[src/rtl/cpu_control_unit.sv]
// Multi-cycle fetch/decode/execute sequencer for the 16-bit accumulator CPU.
// Owns PC, IR, MBR and ACC; drives a req/ack word memory and a combinational ALU.
module cpu_control_unit #(
    parameter int unsigned       ADDR_W   = 8,
    parameter logic [ADDR_W-1:0] RESET_PC = '0
) (
    input  logic              clk,
    input  logic              rst_n,
    input  logic              start,
    output logic              mem_req,
    output logic              mem_we,
    output logic [ADDR_W-1:0] mem_addr,
    output logic [15:0]       mem_wdata,
    input  logic [15:0]       mem_rdata,
    input  logic              mem_ack,
    output logic [8:0]        alu_fn,
    output logic              alu_clr_acc,
    output logic              alu_clr_x,
    output logic [15:0]       alu_acc,
    output logic [15:0]       alu_x,
    input  logic [15:0]       alu_result,
    output logic [15:0]       acc_out,
    output logic [ADDR_W-1:0] pc_out,
    output logic              halted,
    output logic              illegal_op
);
    localparam int unsigned DATA_W = 16;
    localparam int unsigned OPC_W  = 8;
    localparam int unsigned FN_W   = 9;

    typedef enum logic [2:0] {
        S_IDLE, S_FETCH, S_DECODE, S_OPRD, S_EXEC, S_STORE, S_HALT
    } state_t;

    state_t              state_q, state_d;
    logic [ADDR_W-1:0]   pc_q, pc_d;
    logic [DATA_W-1:0]   ir_q, ir_d;
    logic [DATA_W-1:0]   mbr_q, mbr_d;
    logic [DATA_W-1:0]   acc_q, acc_d;
    logic [OPC_W-1:0]    opc_q, opc_d;

    logic                mem_req_q, mem_req_d;
    logic                mem_we_q, mem_we_d;
    logic [ADDR_W-1:0]   mem_addr_q, mem_addr_d;
    logic [FN_W-1:0]     alu_fn_q, alu_fn_d;
    logic                clr_acc_q, clr_acc_d;
    logic                clr_x_q, clr_x_d;
    logic                halted_q, halted_d;
    logic                illegal_q, illegal_d;

    function automatic logic is_illegal(input logic [OPC_W-1:0] op);
        return (op == 8'h00) || (op > 8'h0F);
    endfunction

    assign opc_q = ir_q[15:8];
    assign opc_d = ir_d[15:8];

    // Next state and datapath registers; outputs are then decoded from the next state
    // so that every output is a flop that is valid for the whole state.
    always_comb begin
        state_d = state_q;
        pc_d    = pc_q;
        ir_d    = ir_q;
        mbr_d   = mbr_q;
        acc_d   = acc_q;

        case (state_q)
            S_IDLE: begin
                if (start) begin
                    state_d = S_FETCH;
                    pc_d    = RESET_PC;
                end
            end
            S_FETCH: begin
                if (mem_ack) begin
                    ir_d    = mem_rdata;
                    pc_d    = pc_q + ADDR_W'(1);
                    state_d = S_DECODE;
                end
            end
            S_DECODE: begin
                case (opc_q)
                    8'h01:                      state_d = S_STORE;
                    8'h02, 8'h03, 8'h04, 8'h08,
                    8'h09, 8'h0A, 8'h0B, 8'h0C: state_d = S_OPRD;
                    8'h0D, 8'h0E, 8'h0F:        state_d = S_EXEC;
                    8'h05: begin
                        if (!acc_q[15]) pc_d = ir_q[ADDR_W-1:0];
                        state_d = S_FETCH;
                    end
                    8'h06: begin
                        pc_d    = ir_q[ADDR_W-1:0];
                        state_d = S_FETCH;
                    end
                    8'h07:                      state_d = S_HALT;
                    default:                    state_d = S_FETCH;
                endcase
            end
            S_OPRD: begin
                if (mem_ack) begin
                    mbr_d   = mem_rdata;
                    state_d = S_EXEC;
                end
            end
            S_EXEC: begin
                acc_d   = alu_result;
                state_d = S_FETCH;
            end
            S_STORE: begin
                if (mem_ack) state_d = S_FETCH;
            end
            S_HALT: begin
                if (start) begin
                    state_d = S_FETCH;
                    pc_d    = RESET_PC;
                end
            end
            default: state_d = S_IDLE;
        endcase

        mem_req_d  = (state_d == S_FETCH) || (state_d == S_OPRD) || (state_d == S_STORE);
        mem_we_d   = (state_d == S_STORE);
        mem_addr_d = '0;
        if (state_d == S_FETCH)
            mem_addr_d = pc_d;
        else if ((state_d == S_OPRD) || (state_d == S_STORE))
            mem_addr_d = ir_d[ADDR_W-1:0];
        alu_fn_d   = (state_d == S_EXEC) ? {1'b0, opc_d} : '0;
        clr_acc_d  = (state_d == S_EXEC) && ((opc_d == 8'h02) || (opc_d == 8'h0C));
        clr_x_d    = (state_d == S_EXEC) && (opc_d >= 8'h0D) && (opc_d <= 8'h0F);
        halted_d   = (state_d == S_HALT);
        illegal_d  = (state_d == S_DECODE) && is_illegal(opc_d);
    end

    always_ff @(posedge clk or negedge rst_n) begin
        if (!rst_n) begin
            state_q    <= S_IDLE;
            pc_q       <= RESET_PC;
            ir_q       <= '0;
            mbr_q      <= '0;
            acc_q      <= '0;
            mem_req_q  <= 1'b0;
            mem_we_q   <= 1'b0;
            mem_addr_q <= '0;
            alu_fn_q   <= '0;
            clr_acc_q  <= 1'b0;
            clr_x_q    <= 1'b0;
            halted_q   <= 1'b0;
            illegal_q  <= 1'b0;
        end else begin
            state_q    <= state_d;
            pc_q       <= pc_d;
            ir_q       <= ir_d;
            mbr_q      <= mbr_d;
            acc_q      <= acc_d;
            mem_req_q  <= mem_req_d;
            mem_we_q   <= mem_we_d;
            mem_addr_q <= mem_addr_d;
            alu_fn_q   <= alu_fn_d;
            clr_acc_q  <= clr_acc_d;
            clr_x_q    <= clr_x_d;
            halted_q   <= halted_d;
            illegal_q  <= illegal_d;
        end
    end

    assign mem_req     = mem_req_q;
    assign mem_we      = mem_we_q;
    assign mem_addr    = mem_addr_q;
    assign mem_wdata   = acc_q;
    assign alu_fn      = alu_fn_q;
    assign alu_clr_acc = clr_acc_q;
    assign alu_clr_x   = clr_x_q;
    assign alu_acc     = acc_q;
    assign alu_x       = mbr_q;
    assign acc_out     = acc_q;
    assign pc_out      = pc_q;
    assign halted      = halted_q;
    assign illegal_op  = illegal_q;

endmodule
[config.mk]
export PLATFORM = sky130hd
export DESIGN_NAME = cpu_control_unit
export DESIGN_NICKNAME = d
export VERILOG_FILES = /design/src/rtl/cpu_control_unit.sv
export SDC_FILE = /design/constraint.sdc
export NUM_CORES = 1
export LEC_CHECK = 0
export ABC_AREA = 1
export BUFFER_PORTS_ARGS = -buffer_cell sky130_fd_sc_hd__buf_2
export CAP_MARGIN = 15
export CELL_PAD_IN_SITES_DETAIL_PLACEMENT = 0
export CELL_PAD_IN_SITES_GLOBAL_PLACEMENT = 2
export CORE_UTILIZATION = 29
export CTS_CLUSTER_SIZE = 40
export DETAILED_ROUTE_END_ITERATION = 8
export HOLD_SLACK_MARGIN = 0.06
export PLACE_DENSITY_LB_ADDON = 0.1
export SYNTH_ARGS = -nofsm -noshare
export SYNTH_HDL_FRONTEND = slang
export SYNTH_SLANG_ARGS = --single-unit
[constraint.sdc]
create_clock -name clk -period 2.5 [get_ports clk]
set_clock_uncertainty 0.2 [all_clocks]
set_input_delay 0.25 -clock clk [delete_from_list [all_inputs] [get_ports clk]]
set_output_delay 0.25 -clock clk [all_outputs]
set_load 0.02 [all_outputs]
======== Word-level counts from Yosys, hierarchy flattened ========
Cells that the tools add are included.
word-level totals
  flip-flop bits (word level) ............. 81
  output and inout bits ................... 95
  word-level logic and storage cells ...... 77
cells by class
  add/sub/neg operators ................... 1
  magnitude comparators ................... 3
  equal/unequal tests ..................... 29
  multiplexer cells ....................... 16
  reductions and logical operators ........ 15
operators with widths
  cell                   count
  $eq A8 B4 Y1 const B   9
  $mux W8                6
  $eq A8 B3 Y1 const B   4
  $mux W16               2
  $eq A8 B2 Y1 const B   3
  $pmux W8 S3            1
  $eq A3 B3 Y1 const B   6
  $pmux W3 S6            1
  $pmux W8 S2            1
  $eq A3 B2 Y1 const B   4
  $mux W3                4
  $pmux W3 S4            1
  $add A8 B1 Y8 const B  1
  $eq A8 B1 Y1 const B   1
  $ge A8 B4 Y1 const B   1
  $gt A8 B4 Y1 const B   1
  $le A8 B4 Y1 const B   1
  $logic_not A8 Y1       1
  $reduce_or A8 Y1       1
  $eq A3 B1 Y1 const B   2
  $logic_or A1 B1 Y1     5
  $logic_and A1 B1 Y1    4
  $logic_not A3 Y1       1
  $reduce_or A3 Y1       1
  other kinds (2)        2

======== Depth between registers and ports, before layout ========
  depth in word-level cells ............... 8
  gate-level depth with buffers ........... 12
  gate-level depth less buffers ........... 12

======== Least setup slack after synthesis ========
OpenSTA, ideal clock, no wires.
  kind .................................... flip-flop to flip-flop
  from .................................... register pc_q[1], in the netlist pc_out[1]
  to ...................................... register mem_addr_q[6], in the netlist mem_addr[6]
  setup time .............................. 117 ps
  arrival ................................. 1468 ps
  required time ........................... 2183 ps
  path slack .............................. 716 ps
  stages on the path, launching flop included .. 11
  buffers on the path ..................... 0
  clock period less this slack ............ 1784 ps
  path through ............................ dfrtp_1 -> ha_1 -> nand2_1 -> nor2_1 -> nand2_1 -> nor3_1 -> nor2_1 -> o21ai_0 -> nand2_1 -> nand2_1 -> nand2_1
on the way
  cells in the longest elaborated chain, start to end .. 4
ends and longest elaborated chain
  what                      line  text
  start: declaration        36    logic [ADDR_W-1:0] pc_q, pc_d;
  start signal: assignment  152   pc_q <= pc_d;
  $add A8 B1 Y8             77    pc_d = pc_q + ADDR_W'(1);
  $mux W8                   75    if (mem_ack) begin
  $pmux W8 S3               67    case (state_q)
  via pc_d[6]               36
  $mux W8                   124   if (state_d == S_FETCH)
  via mem_addr_d[6]         44    logic [ADDR_W-1:0] mem_addr_q, mem_addr_d;
  end signal: assignment    158   mem_addr_q <= mem_addr_d;
  end: declaration          44
The timed path passes the listed nets, and every way through them passes these cells.
A chain may end at the register's enable or synchronous reset.

======== Worst setup path in the final report ========
  from .................................... register ir_q[9]
  to ...................................... register mem_addr_q[6], in the netlist mem_addr[6]
on the way
  elaborated cells on any way between the ends .. 27
  classes of those cells .................. eq/ne (18); mux (6); reduce/logical (3)
RTL lines
  what                      line  text
  start: declaration        37    logic [DATA_W-1:0] ir_q, ir_d;
  start signal: assignment  153   ir_q <= ir_d;
  $eq A8 B3 Y1              82    case (opc_q)
  $pmux W8 S2 (*)           82
  $pmux W8 S3 (*)           67
  via pc_d[6]               36
  $mux W8 (*)               124
  via mem_addr_d[6]         44
Mark *: on every way through the listed nets, which the timed path passes. The rest lies on a longest branch.

==> qor.csv <==
metric;value;unit
largest net degree at the start of global routing;52;
Post-Syn Area per Cell;8.81;um^2
# DRC;0;
register area share after synthesis;52.1;%
Max Slew Vio Count;0;
Diodes inserted;0;
Bufs and invs on worst path;1;
DR pass1 iterations;4;
CTS tree;yes;
commonest non-fill, non-tap cells in the layout;nand2_1, buf_2, dfrtp_1;
Total Power;0.00659;W
Overall Global Routing Usage;15.6;%
top-area cell type share of the netlist area;52.1;%
crit end category;flip-flop;
Worst-Skew Late Latency;340;ps
worst-path cell chain;inv_1 -> nand2_1 -> o21ai_0 -> nand2_1 -> nand2_1 -> nand2_1 -> o21ai_0 -> nand2_1 -> nand2_1 -> nand2_1;
clk sinks;81;
crit path launch type;flip-flop;
Worst VDD drop;0.525;mV
Nets;618;
pwr/cell area;1280;nW/um^2
critical path peak fanout;5;
synth-to-layout area growth;32.0;%
H-tree depth;3;
Die Ht;118;um
vias in the first global route;3196;
Max Cap Viol;0;
DRT iter0 DRCs;113;
Synth Flop Type;dfrtp_1;
Avg WL per Cell;13.4;um
die width;118;um
Post-Syn Instances;442;
Final Wtd Congestion;0.832;
Post-Route Utilization;39.9;%
Synth area leaders;dfrtp_1, nand2_1, buf_4;
reg-to-reg setup timing slack;410;ps
FMAX;478;MHz
number of fillers in the final layout;1340;
# rows;41;
Post-synth EDFFs;0;
Setup violations, final;0;
number of port buffers;129;
Clock transition at path regs;60;ps
HP Class;in2reg;
post-synth top area cell;dfrtp_1;
Die Area;13900;um^2
layout cells sized above 1;33.3;%
postcts setup bufs;0;
TNS Setup;0;ps
most used cell, CP;nand2_1;
Yosys warnings;0;
initial core utilization;30.2;%
Core Area;12900;um^2
post-route ant nets;0;
Overflow after GRT;0;
I/O pins;131;
Synth Net Count;479;
Yosys reg bits;81;
critical path's slowest cell;dfrtp_1;
drt total wl;10100;um
LEAKAGE;2.78;nW
CP max stage delay;430;ps
Clock Tree Root;clkbuf_16;
CTS resizes;0;
RSZ-0062 raised after global routing;false;
fin crit period;2090;ps
Mapped Area;3890;um^2
final hold viol count;0;
CP arrival;2120;ps
Largest delay share family, worst path;simple AND/OR/NAND/NOR gates;
asr flop ratio synth;100;%
Clock Tree Buf Depth;2;
commonest non-fill, non-tap cell in the layout;nand2_1;
total CTS buffers;9;
Yosys cell types;33;
Worst Path Required;2530;ps
vias per inst;4.28;
outcome;finished clean;
DR vias;3244;
first-pass GRT wire length;16600;um
period utilization;83.6;%
estimated wirelength of the detail-placed design;7520;um
antenna violations before repair;0;
crit path kind;reg2reg;
[where the power goes]
part / leakage [nW] / switching, W / total [W] / internal (W)
clock: 0.149 / 0.000509 / 0.00129 / 0.000778
sequential: 1.03 / 0.000353 / 0.00216 / 0.00181
combinational: 1.60 / 0.00211 / 0.00314 / 0.00103
[worst paths after layout]
path	startpoint	end	cells past startpoint
max in group asynchronous	rst_n	alu_x[13]	3
setup / recovery	ir_q[9]	mem_addr[6]	10
hold / removal	mem_ack	pc_out[1]	5
setup reg to reg	ir_q[9]	mem_addr[6]	10
min in group asynchronous	rst_n	acc_out[13]	2
hold reg to reg	alu_x[4]	alu_x[4]	2
[what timing repair did]
| action | 4_1_cts | 5_1_grt |
|---|---|---|
| hold buffers | 33 | 0 |
| setup endpoints to repair | 0 | 0 |
| endpoints found under the hold margin | 92 | 0 |
[flip-flops by register name, indices dropped and copies added, names as in the netlist]
| signal | flops |
|---|---|
| alu_clr_acc | 1 |
| mem_req | 1 |
| acc_out | 16 |
| alu_fn | 8 |
| halted | 1 |
| state_q | 3 |
| ir_q | 16 |
| pc_out | 8 |
| mem_addr | 8 |
| alu_clr_x | 1 |
| mem_we | 1 |
| illegal_op | 1 |
| alu_x | 16 |
[cell type report]
class                      instances  area [um^2]  area share (%)
multi-input combinational        270         1380            26.8
sequential                        81         2030            39.4
inverter                          52          195            3.80
tap                              172          215            4.19
clock buffer                      14          284            5.53
clock inverter                     2         10.0           0.195
timing repair buffer             167         1030            20.0
[through the flow]
step / cells / worst slack (ps) / area (um^2) / hold slack (ps)
after global routing: 758 / 184 / 5140 / 162
after detailed placement: 709 / 400 / 4520 / 15.0
after floorplan: 442 / 716 / 3890 / -246
final: 758 / 409 / 5140 / 128
after CTS: 758 / 391 / 5140 / 108
after global placement: 709 / 383 / 4520 / 13.0
[cell usage after synthesis (2+ instances only)]
library cell,count
buf_4,33
clkbuf_1,3
dfrtp_1,81
inv_1,42
inv_2,9
mux2_2,16
nand2_1,134
nand2_2,4
nand3_1,24
nand4_1,7
nor2_1,33
nor2_2,2
nor2_4,4
nor3_1,2
o21ai_0,18
o21ai_1,6
o21ai_2,5
o21bai_1,4
[logic make-up (layout without fill, tap and decap cells)]
| kind of cell | Yosys count | in the layout | share of synthesized area [%] |
|---|---|---|---|
| simple gates | 216 | 216 | 24.7 |
| buf+inv | 91 | 235 | 12.5 |
| flops | 81 | 81 | 52.1 |
| compound gates | 35 | 35 | 5.53 |
| mux | 16 | 16 | 4.63 |
| fa+ha+maj | 1 | 1 | 0.321 |
| other cells | 1 | 1 | 0.0963 |
| xor+xnor | 1 | 1 | 0.225 |
[worst min-delay path: cells and delay by family]
kind                   cells  cell delay [ps]
AND/OR/NAND/NOR            4              230
buffers and inverters      1              140
[routing by layer]
| layer | track usage [%] | part of all wire (%) | up-vias |
|---|---|---|---|
| li1 | - | - | 1632 |
| met1 | 20.8 | 49 | 1506 |
| met3 | 5.18 | 5.0 | 11 |
| met4 | 4.33 | 1.1 | 0 |
| met2 | 24.3 | 45 | 95 |
| met5 | 0 | 0 | - |
Power figures use the tool's default switching activity.
